[config.mk]
export PLATFORM = sky130hd
export DESIGN_NAME = sdram_traffic_gen
export DESIGN_NICKNAME = d
export VERILOG_FILES = /design/src/rtl/sdram_traffic_gen.sv
export SDC_FILE = /design/constraint.sdc
export NUM_CORES = 1
export LEC_CHECK = 0
export ABC_AREA = 1
export CAP_MARGIN = 20
export CORE_ASPECT_RATIO = 0.7
export CORE_MARGIN = 2
export CORE_UTILIZATION = 35
export CTS_CLUSTER_SIZE = 12
export DETAILED_ROUTE_END_ITERATION = 7
export SKIP_CTS_REPAIR_TIMING = 1
export SLEW_MARGIN = 10
export SYNTH_ARGS = -nofsm -noshare
export SYNTH_HDL_FRONTEND = slang
export SYNTH_SLANG_ARGS = --single-unit
[constraint.sdc]
create_clock -name clk -period 11.6 [get_ports clk]
set_input_delay 1.74 -clock clk [delete_from_list [all_inputs] [get_ports clk]]
set_output_delay 1.74 -clock clk [all_outputs]
set_load 0.01 [all_outputs]
[src/rtl/sdram_traffic_gen.sv]
// Self-checking SDRAM traffic generator: writes a pattern over an address window in
// fixed-length bursts, reads it back and reports pass, error count and first bad address.
module sdram_traffic_gen #(
  parameter int DATA_W    = 16,
  parameter int ADDR_W    = 21,
  parameter int BURST_LEN = 8,
  parameter int ERR_W     = 16
) (
  input  logic              clk,
  input  logic              rst,
  input  logic              start,
  input  logic [1:0]        mode,
  input  logic [ADDR_W-1:0] base_addr,
  input  logic [ADDR_W-1:0] num_bursts,
  input  logic [DATA_W-1:0] seed,
  output logic              wr_req,
  input  logic              wr_ack,
  output logic [ADDR_W-1:0] wr_addr,
  input  logic              wr_data_en,
  output logic [DATA_W-1:0] wr_data,
  output logic              rd_req,
  input  logic              rd_ack,
  output logic [ADDR_W-1:0] rd_addr,
  input  logic              rd_data_vld,
  input  logic [DATA_W-1:0] rd_data,
  output logic              busy,
  output logic              done,
  output logic              pass,
  output logic [ERR_W-1:0]  err_cnt,
  output logic [ADDR_W-1:0] first_err_addr
);

  typedef enum logic [2:0] {IDLE, WR_REQ, WR_BEAT, RD_REQ, RD_BEAT, FIN} state_t;

  localparam int BW = (BURST_LEN > 1) ? $clog2(BURST_LEN) : 1;
  localparam logic [BW-1:0]     LAST_BEAT = BW'(BURST_LEN - 1);
  localparam logic [ADDR_W-1:0] BSTEP     = ADDR_W'(BURST_LEN);
  localparam logic [DATA_W-1:0] LFSR_TAPS =
    (DATA_W == 8)  ? DATA_W'(8'hB8) :
    (DATA_W == 16) ? DATA_W'(16'hB400) :
    (DATA_W == 32) ? DATA_W'(32'h8020_0003) : {1'b1, {(DATA_W-1){1'b0}}};

  state_t             state_q;
  logic [1:0]         mode_q;
  logic [ADDR_W-1:0]  base_q, nb_q, addr_q, bcnt_q, ferr_q;
  logic [DATA_W-1:0]  seed_q, pat_q;
  logic [BW-1:0]      beat_q;
  logic [ERR_W-1:0]   err_q;
  logic               pass_q;

  function automatic logic [DATA_W-1:0] pat_init(input logic [1:0] m, input logic [DATA_W-1:0] s);
    case (m)
      2'd2:    pat_init = DATA_W'(1);
      2'd3:    pat_init = (s == '0) ? DATA_W'(1) : s;
      default: pat_init = s;
    endcase
  endfunction

  function automatic logic [DATA_W-1:0] pat_next(input logic [1:0] m, input logic [DATA_W-1:0] p);
    case (m)
      2'd0:    pat_next = p + DATA_W'(1);
      2'd2:    pat_next = {p[DATA_W-2:0], p[DATA_W-1]};
      2'd3:    pat_next = (p >> 1) ^ (p[0] ? LFSR_TAPS : '0);
      default: pat_next = p;
    endcase
  endfunction

  logic [ADDR_W-1:0] beat_addr;
  logic [DATA_W-1:0] cur_pat;
  logic              mism, last_beat, last_burst;

  // Mode 1 derives data from the beat address; all other modes run the pattern register.
  assign beat_addr  = addr_q + ADDR_W'(beat_q);
  assign cur_pat    = (mode_q == 2'd1) ? DATA_W'(beat_addr) : pat_q;
  assign mism       = (rd_data != cur_pat);
  assign last_beat  = (beat_q == LAST_BEAT);
  assign last_burst = (bcnt_q == nb_q - ADDR_W'(1));

  assign wr_req         = (state_q == WR_REQ);
  assign rd_req         = (state_q == RD_REQ);
  assign wr_addr        = addr_q;
  assign rd_addr        = addr_q;
  assign wr_data        = (state_q == WR_BEAT) ? cur_pat : '0;
  assign busy           = (state_q != IDLE) && (state_q != FIN);
  assign done           = (state_q == FIN);
  assign pass           = pass_q;
  assign err_cnt        = err_q;
  assign first_err_addr = ferr_q;

  always_ff @(posedge clk or posedge rst) begin
    if (rst) begin
      state_q <= IDLE;
      mode_q  <= '0;
      base_q  <= '0;
      nb_q    <= '0;
      seed_q  <= '0;
      addr_q  <= '0;
      bcnt_q  <= '0;
      beat_q  <= '0;
      pat_q   <= '0;
      err_q   <= '0;
      ferr_q  <= '0;
      pass_q  <= 1'b0;
    end else begin
      case (state_q)
        IDLE: if (start) begin
          mode_q  <= mode;
          base_q  <= base_addr;
          nb_q    <= num_bursts;
          seed_q  <= seed;
          addr_q  <= base_addr;
          bcnt_q  <= '0;
          beat_q  <= '0;
          err_q   <= '0;
          ferr_q  <= '0;
          pat_q   <= pat_init(mode, seed);
          pass_q  <= (num_bursts == '0);
          state_q <= (num_bursts == '0) ? FIN : WR_REQ;
        end
        WR_REQ: if (wr_ack) state_q <= WR_BEAT;
        WR_BEAT: if (wr_data_en) begin
          pat_q  <= pat_next(mode_q, pat_q);
          beat_q <= beat_q + BW'(1);
          if (last_beat) begin
            beat_q <= '0;
            if (last_burst) begin
              bcnt_q  <= '0;
              addr_q  <= base_q;
              pat_q   <= pat_init(mode_q, seed_q);
              state_q <= RD_REQ;
            end else begin
              bcnt_q  <= bcnt_q + ADDR_W'(1);
              addr_q  <= addr_q + BSTEP;
              state_q <= WR_REQ;
            end
          end
        end
        RD_REQ: if (rd_ack) state_q <= RD_BEAT;
        RD_BEAT: if (rd_data_vld) begin
          pat_q  <= pat_next(mode_q, pat_q);
          beat_q <= beat_q + BW'(1);
          if (mism) begin
            if (err_q != '1) err_q <= err_q + ERR_W'(1);
            if (err_q == '0) ferr_q <= beat_addr;
          end
          if (last_beat) begin
            beat_q <= '0;
            addr_q <= addr_q + BSTEP;
            if (last_burst) begin
              // Fold the final beat's compare in so pass is already valid during done.
              pass_q  <= (err_q == '0) && !mism;
              state_q <= FIN;
            end else begin
              bcnt_q  <= bcnt_q + ADDR_W'(1);
              state_q <= RD_REQ;
            end
          end
        end
        FIN:     state_q <= IDLE;
        default: state_q <= IDLE;
      endcase
    end
  end

endmodule

After elaboration in Yosys (flattened, before gate mapping)
Index checks and enable logic that the tools add are counted.

storage, ports and cells
  register bits after elaboration = 162
  output and inout bits = 100
  bits of input ports = 83
  word-level logic and storage cells = 126

cells by class
  $add $sub $neg = 7
  equality and inequality tests = 27
  bitwise gates (word level) = 1
  multiplexer cells = 59
  reductions and logical operators = 20

operators with widths
  kind                                                count
  2-to-1 mux 21 bit                                   16
  2-to-1 mux 16 bit                                   14
  one-hot mux 21 bit (3 select lines)                 2
  one-hot mux 16 bit (2 select lines)                 3
  one-hot mux 16 bit (3 select lines)                 2
  logical NOT 16 bit                                  3
  one-hot mux 21 bit (2 select lines)                 1
  2-to-1 mux 3 bit                                    13
  adder 16 x 1 -> 16 bit, second input constant       2
  adder 21 x 1 -> 21 bit, second input constant       1
  adder 21 x 3 -> 21 bit                              1
  adder 21 x 4 -> 21 bit, second input constant       1
  equality test 21 bit                                1
  logical NOT 21 bit                                  1
  subtractor 21 x 1 -> 21 bit, second input constant  1
  inequality test 2 bit, second input constant        10
  inequality test 16 bit                              1
  inequality test 16 bit, second input constant       1
  bitwise XOR 15 x 16 -> 16 bit                       1
  one-hot mux 3 bit (5 select lines)                  1
  AND reduction 5 bit                                 3
  AND reduction 7 bit                                 2
  equality test 3 bit, second input constant          3
  one-hot mux 3 bit (3 select lines)                  1
  19 further kinds                                    29

Depth between registers and ports, before layout
  depth in word-level cells = 9
  depth in mapped cells = 21
  gate-level depth less buffers = 20

Worst setup path before layout
OpenSTA, ideal clock, no wires.

  path type = reg2out
  start point = reg addr_q[0] (netlist: rd_addr[0])
  end point = out wr_data[10]
  stages on the path, launching flop included = 12
  path buffers = 0
  data arrival time = 1.844 ns
  setup slack = 8.016 ns
  required time = 9.860 ns
  path through = dfrtp_1 > ha_1 > fa_1 > nand2_1 > nand2_1 > inv_1 > nor2_1 > nand3_1 > nand2_1 > nand2_1 > nand2_1 > nor2_1

between the ends
  longest elaborated chain between the ends = 3

ends and longest elaborated chain
  item                    RTL line  source
  from (decl)             45        logic [ADDR_W-1:0] base_q, nb_q, addr_q, bcnt_q, ferr_q;
  from (signal assigned)  111       addr_q <= base_addr;
  from (signal assigned)  128       addr_q <= base_q;
  from (signal assigned)  133       addr_q <= addr_q + BSTEP;
  adder 21 x 3 -> 21 bit  73        assign beat_addr = addr_q + ADDR_W'(beat_q);
  2-to-1 mux 16 bit       74        assign cur_pat = (mode_q == 2'd1) ? DATA_W'(beat_addr) : pat_q;
  2-to-1 mux 16 bit       83        assign wr_data = (state_q == WR_BEAT) ? cur_pat : '0;
  to (decl)               20        output logic [DATA_W-1:0] wr_data,

Every way passes these cells.

Final worst setup path
  start point = in start
  end point = reg bcnt_q[20]

between the ends
  longest elaborated chain between the ends = 2

ends and longest elaborated chain
  item                                    RTL line  source
  from (decl)                             11        input logic start,
  inequality test 2 bit (no source line)  n/a
  AND reduction 7 bit (no source line)    n/a
  to (signal assigned)                    132       bcnt_q <= bcnt_q + ADDR_W'(1);
  to (signal assigned)                    154       bcnt_q <= bcnt_q + ADDR_W'(1);
  to (decl)                               45

Every way passes these cells.
A chain may end at the register's enable or synchronous reset.

==> flow_summary.toml <==
[outcome]
outcome = "completed"

[drt]
initial_drc_count = 1172
first_pass_iters = 6
wire_per_inst_microns = 17.2
final_ant_viol_nets = 0
aggregate_routed_wire_length_mm = 40.8
post_drt_via_cell_ratio = 5.19
detailroute.via_count = 12300
post-route-drc-count = 0

[logic_synthesis]
synth_top_area_cell = "dfrtp_1"
syn-instance-count = 1807
postSynth.asyncResetShare_pct = 100
synth-main-ff-cell = "dfrtp_1"
yosys.area.top_type_share_pct = 34.1
postSynthAreaPerCell_sq_um = 6.59
synth.cell_area_sq_um = 11900
ys_top_cells_by_area = "dfrtp_1 34%, nand2_1 18%, nand3_1 6.9%"
yosysWarnings = 0
syn_nets = 1902
netlist-cell-type-count = 51
synth-seq-cells = 162
synth_sequential_area_ratio_pct = 34.1
synth_edf_count = 0

[global_routing]
track_usage_pct = 23.4
grt_start_max_net_pins = 94
grt_overflow = 0
grt_pass1_wl_mm = 64.7
initial_antenna_violation_count = 1
grt_pass1_vias = 11600

[layout]
fin_area_sq_um = 14500
drive_above_1_share_pct = 5.98
final_cell_count_no_fill = 2377
syn_to_final_growth_pct = 21.4
design.final.nets = 2025
final_common_cell = "nand2_1"
final_design_utilization_pct = 43.2
layout.cells.most_common_list = "557 x nand2_1, 201 x inv_1, 182 x nor2_1, 182 x clkdlybuf4s50_1, 165 x nand3_1"

[placement]
placed_cells_incl_taps = 2346
input_output_buffers = 182
detailed_place_hpwl_mm = 31.5
dpl_cell_area_sq_um = 13900
place_worst_setup_slack_ps = 5850
routabilityCongestion = 0.931

[worst_setup_path]
crit_required_ps = 11980
critical_path.startpoint_type = "primary input"
cpPeakStageDelay_ps = 840
timing.critical_path.mode_cell = "inv_2"
ws_path_type = "in -> reg"
regToRegSetupSlack_ps = 6710
path_cells = "clkdlybuf4s50_1, o22ai_1, nor2_1, inv_2, a21oi_2, nand2_1, inv_2, nand2_4, inv_4, nand2_8, o21ai_0"
critPathMaxFanout = 25
timing.critical_path.slowest_stage_cell = "nand2_1"
timing.critical_path.to_type = "flop"
worstPathArrival_ps = 5650

[power]
ir_drop_mv = 0.121
fin_total_pwr_mw = 3.67
pwr_density_cell_nw_per_um2 = 254
leakagePower_nw = 6.82

[floorplanning]
effective_utilization_at_floorplan_pct = 35.5
rows = 56
num_io_pins = 183
fp.dieW_microns = 224
design.die.area_sq_um = 35500
core_area_sq_um = 33500
dieHeight_microns = 158

[timing]
hold-worst-slack_ps = 470
worstMarginPinSlew_ps = 979
setup_repair_after_global_routing_missed_its_margin = "no"
fin_skew_ps = 15.4
post-route-min-period_ps = 5270
fmax_ghz = 0.190
final_slew_violations = 0
setup_total_negative_slack_ps = 0
ratio_of_final_minimum_period_to_clock_period_pct = 45.5
final_hold_viol_count = 0
finalWorstSetupSlack_ps = 6330
setup-violations-final = 0
maxSlewHeadroom_pct = 34.8

[cts]
worstSkewPairLatency_ps = 460
clock_pin_slew_on_the_worst_setup_and_hold_paths_ps = 70
ctsHtreeMaxLevel = 4
clk_path_buf_depth = 2
ctsRootBufferMaster = "clkbuf_16"
cts_num_sinks = 162
tritoncts.num_buffers = 17
tritoncts = "done"

[min_path]
hp-class = "reg -> reg"

[job]
cap_viol_max_count = 0
## worst paths after layout
kind / from / endpoint / cells past startpoint
worst max-delay path: start / bcnt_q[20] / 11
worst min-delay path: first_err_addr[16] / first_err_addr[16] / 2
worst max register to register: state_q[1] / bcnt_q[20] / 14
worst min register to register: first_err_addr[16] / first_err_addr[16] / 2
max in group asynchronous: rst / first_err_addr[18] / 3
min in group asynchronous: rst / seed_q[12] / 2
## layer usage
| layer | global-route usage [%] | share of wire [%] | vias up |
|---|---|---|---|
| met5 | 0 | 0 | - |
| met4 | 6.97 | 2.0 | 0 |
| met3 | 4.43 | 7.1 | 40 |
| met2 | 33.7 | 41 | 443 |
| met1 | 35.2 | 50 | 5813 |
| li1 | - | - | 6042 |
## synthesized netlist by cell type (3+ instances only)
cell      number
a31oi_1        4
xnor2_1       19
nand2_2        7
nor2_4         6
o21ai_1       26
o22ai_1        7
buf_2         11
a22oi_1        4
clkinv_1       3
nor3_1        24
nand4_1       39
nand3b_1       9
a221oi_1       3
buf_1          3
ha_1          11
nor2_1       182
o22ai_2        6
mux2_2        13
nand2_4        3
inv_1        202
buf_6          3
o221ai_1       4
or2_2         16
dfrtp_1      162
clkbuf_1      41
nand2_1      558
xor2_1        40
nor4_1        11
o21ai_0      104
o211ai_1       4
inv_2          8
a21oi_1       54
nor2_2         9
buf_4         26
nand3_1      165
## layout make-up
class,count,area [sq um]
Clock inverter,13,151
Antenna cell,1,2.50
Multi-Input combinational cell,1346,6590
Inverter,214,811
Timing Repair Buffer,189,1870
Tap cell,435,544
Sequential cell,162,4050
Clock buffer,17,425
Fill cell,3532,19000
## cell families after synthesis
family | share of synthesized area [%]
AO/OA/AOI/OAI | 10.6
XOR/XNOR | 4.34
adder cells (fa/ha/maj) | 1.32
buffers and inverters | 10.7
flip-flops | 34.1
multiplexers | 1.23
AND/OR/NAND/NOR | 37.7
## worst max-delay path: cells and delay by family
family | cells | cell delay, ps
and+or+nand+nor | 4 | 1490
buffers and inverters | 4 | 1370
AOI/OAI and AO/OA | 3 | 1020
## flip-flops by register name (all words and copies together), names as in the netlist, 16 cells and up
name,flops
err_cnt,16
seed_q,16
bcnt_q,21
nb_q,21
pat_q,16
rd_addr,21
first_err_addr,21
base_q,21
## power breakdown
part | switching, mW | internal, mW | total [mW]
logic | 1.30 | 0.732 | 2.04
registers | 0.289 | 0.764 | 1.05
clock network | 0.260 | 0.319 | 0.579
Note: power is estimated with default switching activity, not from simulation.
==> RTL edit 1: new RTL, same flow settings <==
`ERR_W`: 16 -> 32.
--- a/src/rtl/sdram_traffic_gen.sv
+++ b/src/rtl/sdram_traffic_gen.sv
@@ -6,3 +6,3 @@
   parameter int BURST_LEN = 8,
-  parameter int ERR_W     = 16
+  parameter int ERR_W     = 32
 ) (
Ports: changed (resized err_cnt); port bits go from 183 to 199. No check against the original RTL was run, so the function may have changed too.
==> RTL edit 1 against the unedited design <==
Register-to-register slack got worse by 0.04 ns. Total power increased by 6.5%. Sequential cell count is 16 higher. Utilization down 0.55 points. Largest power group unchanged. Critical path type is now reg -> out. Wire length increased by 22%. Synthesized area increased by 15%. Setup slack got worse by 0.31 ns. Sequential share of layout area down 0.90 points. Via count is 17% higher. Critical path depth decreased by 5. Largest cell class unchanged. Final area increased by 14%. Critical endpoint is now wr_data[11].
==> RTL edit 1: results (changes against the unedited design) <==
ff2ff_setup_slack_ns: 6.67  # was 6.71 ns
largest_reg_flops: 32
crit_path_max_fanout: 34  # was 25
grt_use_total: 0.2469  # was 0.2339
async_flop_share: 1.000  # unchanged
grt_pass1_vias: 13320  # was 11560
drt_wl_total_mm: 49.99  # was 40.83 mm
slowest_delay_ns: 0.76  # was 0.84 ns
run_status: "complete, no violations"  # unchanged
fillCellCount: 4073  # was 3532
syn-num-nets: 2213  # was 1902
grt_pass1_wl_mm: 77.86  # was 64.67 mm
antenna_found_initial: 0  # was 1
synth.area.top_cells: "dfrtp_1 (33%), nand2_1 (17%), nor2_1 (6.9%)"  # was dfrtp_1 (34%), nand2_1 (18%), nand3_1 (6.9%)
synth_warnings: 0  # unchanged
grt_max_degree: 84  # was 94
synth_cell_types: 50  # was 51
cts_buffers: 17  # unchanged
clkLatencyLatePin_ns: 0.46  # about the same
initialDrtViolationCount: 1524  # was 1172
slowest_stage: "inv_1"  # was nand2_1
seq_area_frac_synth: 0.3254  # was 0.3405
drive_gt1_frac: 0.04864  # was 0.05976
dr.pass1.iters: 6  # unchanged
ir_drop_mv: 0.1339  # was 0.1208 mV
nNetsFinal: 2324  # was 2025
num_antenna_cells: 0  # was 1
p_leak_uw: 0.007583  # was 0.006816 uW
min_path_type: "reg -> reg"  # unchanged
port_buffers: 198  # was 182
synth_common_cells: "nand2_1 (638), nor2_1 (252), inv_1 (228), dfrtp_1 (178), nand3_1 (169)"  # was nand2_1 (558), inv_1 (202), nor2_1 (182), nand3_1 (165), dfrtp_1 (162)
root_buffer: "clkbuf_16"  # unchanged
drc: 0  # unchanged
setup_viol: 0  # unchanged
clockBufferDepth: 2  # unchanged
hpwl_mm: 38.25  # was 31.47 mm
gp_congestion: 0.9698  # was 0.9312
htreeDepth: 4  # unchanged
final.setup_skew_ns: 0.01279  # was 0.01543 ns
slew_headroom: 0.2765  # was 0.3475
via_per_inst: 5.227  # was 5.191
clk_pin_slew_ns: 0.07  # about the same
[RTL edit 1: cell types whose count changed in the layout (fill, tap and decap cells not counted), sizes merged, moves of 20 or more]
cell / unedited run / this run
nand2: 569 / 652
nor2: 198 / 278
nor3: 25 / 45
nor4: 11 / 35
[RTL edit 1: cell type report]
cell class	instances	area, um2	share of cell area
clock buffer	20	456.7	0.02783
clock inverter	11	175.2	0.01067
tap	527	659.4	0.04018
sequential	178	4454	0.2714
timing repair buffer	208	2057	0.1254
inverter	233	879.6	0.05360
multi-input combinational	1591	7727	0.4709
[RTL edit 1: cells by family (layout without fill, tap and decap cells)]
| family | count (synthesis) | in the layout | share of synthesized area |
|---|---|---|---|
| AOI/OAI and AO/OA | 243 | 243 | 0.09581 |
| DFF | 178 | 178 | 0.3254 |
| buffers and inverters | 349 | 472 | 0.1111 |
| muxes | 9 | 9 | 0.007405 |
| and+or+nand+nor | 1251 | 1251 | 0.3996 |
| xor gates and xnor gates | 76 | 76 | 0.04918 |
| adders and majority gates | 12 | 12 | 0.01152 |
[RTL edit 1: routing by layer]
metal | track usage | part of all wire | wire length (um)
met5 | 0 | 0 | 0
met4 | 0.05833 | 0.016 | 791
met3 | 0.04701 | 0.078 | 3878
met2 | 0.3522 | 0.41 | 20510
met1 | 0.3785 | 0.50 | 24820
[RTL edit 1: where the power goes]
| part | switching, uW | total (uW) | internal (uW) |
|---|---|---|---|
| clock | 273 | 647 | 373 |
| sequential | 301 | 1120 | 819 |
| combinational | 1400 | 2140 | 747 |
| total | 1970 | 3910 | 1940 |
[RTL edit 1: path summary, 6_finish.rpt]
path	startpoint	end	cells after the start
setup / recovery	mode_q[1]$_DFFE_PP0P_	wr_data[11]	6
hold / removal	first_err_addr[2]$_DFFE_PP0P_	first_err_addr[2]$_DFFE_PP0P_	2
setup reg to reg	state_q[1]$_DFFE_PP0P_	bcnt_q[20]$_DFFE_PP0P_	12
hold reg to reg	first_err_addr[2]$_DFFE_PP0P_	first_err_addr[2]$_DFFE_PP0P_	2
max in group asynchronous	rst	first_err_addr[0]$_DFFE_PP0P_	4
min in group asynchronous	rst	err_cnt[18]$_DFFE_PP0P_	2
[RTL edit 1: per-stage QoR]
stage | hold slack (ns) | setup WS [ns] | std cells | instance area [um2]
final | 0.4741 | 6.014 | 2768 | 16410
after global routing | 0.5075 | 5.871 | 2768 | 16410
after CTS | 0.4789 | 6.106 | 2768 | 16410
after detailed placement | 0.4618 | 6.600 | 2737 | 15780
after global placement | 0.4625 | 6.770 | 2737 | 15780
after floorplan | 0.4530 | 5.030 | 2118 | 13690
[RTL edit 1: worst max-delay path: cells and delay by family (launching register included)]
family | cells | cell delay (ns)
compound gates | 1 | 0.23
simple gates | 2 | 0.81
flops | 1 | 0.42
buf+inv | 3 | 1.92
==> RTL edit 2: new RTL, same flow settings <==
Made on the original files. Register the output `err_cnt` once more, without a reset; this adds one clock of latency there. The other outputs are not delayed to match.
--- a/src/rtl/sdram_traffic_gen.sv
+++ b/src/rtl/sdram_traffic_gen.sv
@@ -86,3 +86,5 @@
   assign pass           = pass_q;
-  assign err_cnt        = err_q;
+  always_ff @(posedge clk) begin
+    err_cnt <= err_q;
+  end
   assign first_err_addr = ferr_q;
Check against the original RTL: no difference found for any inputs over 4 cycles, from zero or initial values and one cycle with rst high; that may be too few to reach the edited logic, so the function may still have changed.
==> RTL edit 2 against the unedited design <==
Total power increased by 1.5%. Wire length increased by 4.8%. Synthesized area increased by 5.8%. Setup slack improved by 0.21 ns. Maximum frequency increased by 4.1%. Register-to-register slack improved by 0.49 ns. Final area increased by 4.5%. Count of clock-buffer cells in the layout increased by 2. Sequential cell count increased by 16.
==> RTL edit 2: results (changes against the unedited design) <==
min_to: "err_cnt[0]$_DFF_P_"  # was first_err_addr[16]$_DFFE_PP0P_
hpwl_mm: 32.53  # was 31.47 mm
dp.cells: 2470  # was 2346
min_path_cells: 0  # was 2
avgSynthCellArea_um2: 6.621  # was 6.588 um2
critPathTopFamily: "buffers and inverters"  # was simple AND/OR/NAND/NOR gates
nNetsFinal: 2105  # was 2025
critPathCapture: "wr_data[14]"  # was bcnt_q[20]$_DFFE_PP0P_
power_frac_seq: 0.298  # was 0.287
gp_congestion: 0.9186  # was 0.9312
clockBufferDepth: 2  # unchanged
combPwrFrac: 0.547  # was 0.555
grt_use_met1: 0.3445  # was 0.3517
grt_use_total: 0.2309  # was 0.2339
ir_drop_mv: 0.1485  # was 0.1208 mV
run_status: "complete, no violations"  # unchanged
initialDrtViolationCount: 1316  # was 1172
final.setup_skew_ns: 0.009286  # was 0.01543 ns
grt_pass1_vias: 12010  # was 11560
synth_common_cells: "nand2_1 (536), inv_1 (222), nor2_1 (193), nand3_1 (175), dfrtp_1 (162)"  # was nand2_1 (558), inv_1 (202), nor2_1 (182), nand3_1 (165), dfrtp_1 (162)
async_flop_share: 0.9101  # was 1.000
p_leak_uw: 0.007012  # was 0.006816 uW
grt_use_met2: 0.3324  # was 0.3367
syn-num-nets: 1997  # was 1902
pg_seq_uw: 1110  # was 1050 uW
slowest_delay_ns: 0.67  # was 0.84 ns
startpoint: "mode_q[1]$_DFFE_PP0P_"  # was start
synth_cell_types: 48  # was 51
slowest_stage: "inv_1"  # was nand2_1
synth.area.top_cells: "dfrtp_1 (32%), nand2_1 (16%), nand3_1 (7.0%)"  # was dfrtp_1 (34%), nand2_1 (18%), nand3_1 (6.9%)
p_sw_uw: 1877  # was 1854 uW
r2r-start: "nb_q[0]$_DFFE_PP0P_"  # was state_q[1]$_DFFE_PP0P_
drt_wl_total_mm: 42.78  # was 40.83 mm
slew_headroom: 0.2895  # was 0.3475
drive_gt1_frac: 0.05141  # was 0.05976
wl_per_cell_um: 17.08  # was 17.18 um
worstHoldStart: "err_q[0]$_DFFE_PP0P_"  # was first_err_addr[16]$_DFFE_PP0P_
ff2ff_setup_slack_ns: 7.20  # was 6.71 ns
min_path_type: "reg -> reg"  # unchanged
grt_pass1_wl_mm: 67.59  # was 64.67 mm
seq_area_frac_synth: 0.3473  # was 0.3405
place_area_mm2: 0.01452  # was 0.01388 mm2
grt_max_degree: 108  # was 94
via_per_inst: 5.143  # was 5.191
## RTL edit 2: per-stage QoR
step,setup WS [ns],hold slack (ns)
5_1_grt,6.294,0.4716
4_1_cts,6.553,0.4609
3_5_place_dp,6.872,0.4427
6_report,6.535,0.4608
3_3_place_gp,7.111,0.4342
2_1_floorplan,5.483,0.4068
## RTL edit 2: cell type report
class	instances	area (um2)
clock buffers	19	432.9
multi-input cells	1392	6790
clock inverters	13	130.1
diodes	1	2.502
fillers	3766	20600
flip-flops and latches	178	4374
well taps	480	600.6
repair buffers	191	1909
inverters	230	868.3
## RTL edit 2: metal layers
metal,wire (um),vias up
met1,21210,6050
met4,764,0
met2,17780,432
li1,-,6349
met5,0,-
met3,3023,47
## RTL edit 2: cells by family after synthesis
group,after synthesis,share of synthesized area
xor gates and xnor gates,54,0.03756
DFF,178,0.3473
adders and majority gates,12,0.01252
muxes,13,0.01162
AOI/OAI and AO/OA,275,0.1175
and+or+nand+nor,1038,0.3594
buffers and inverters,332,0.1141
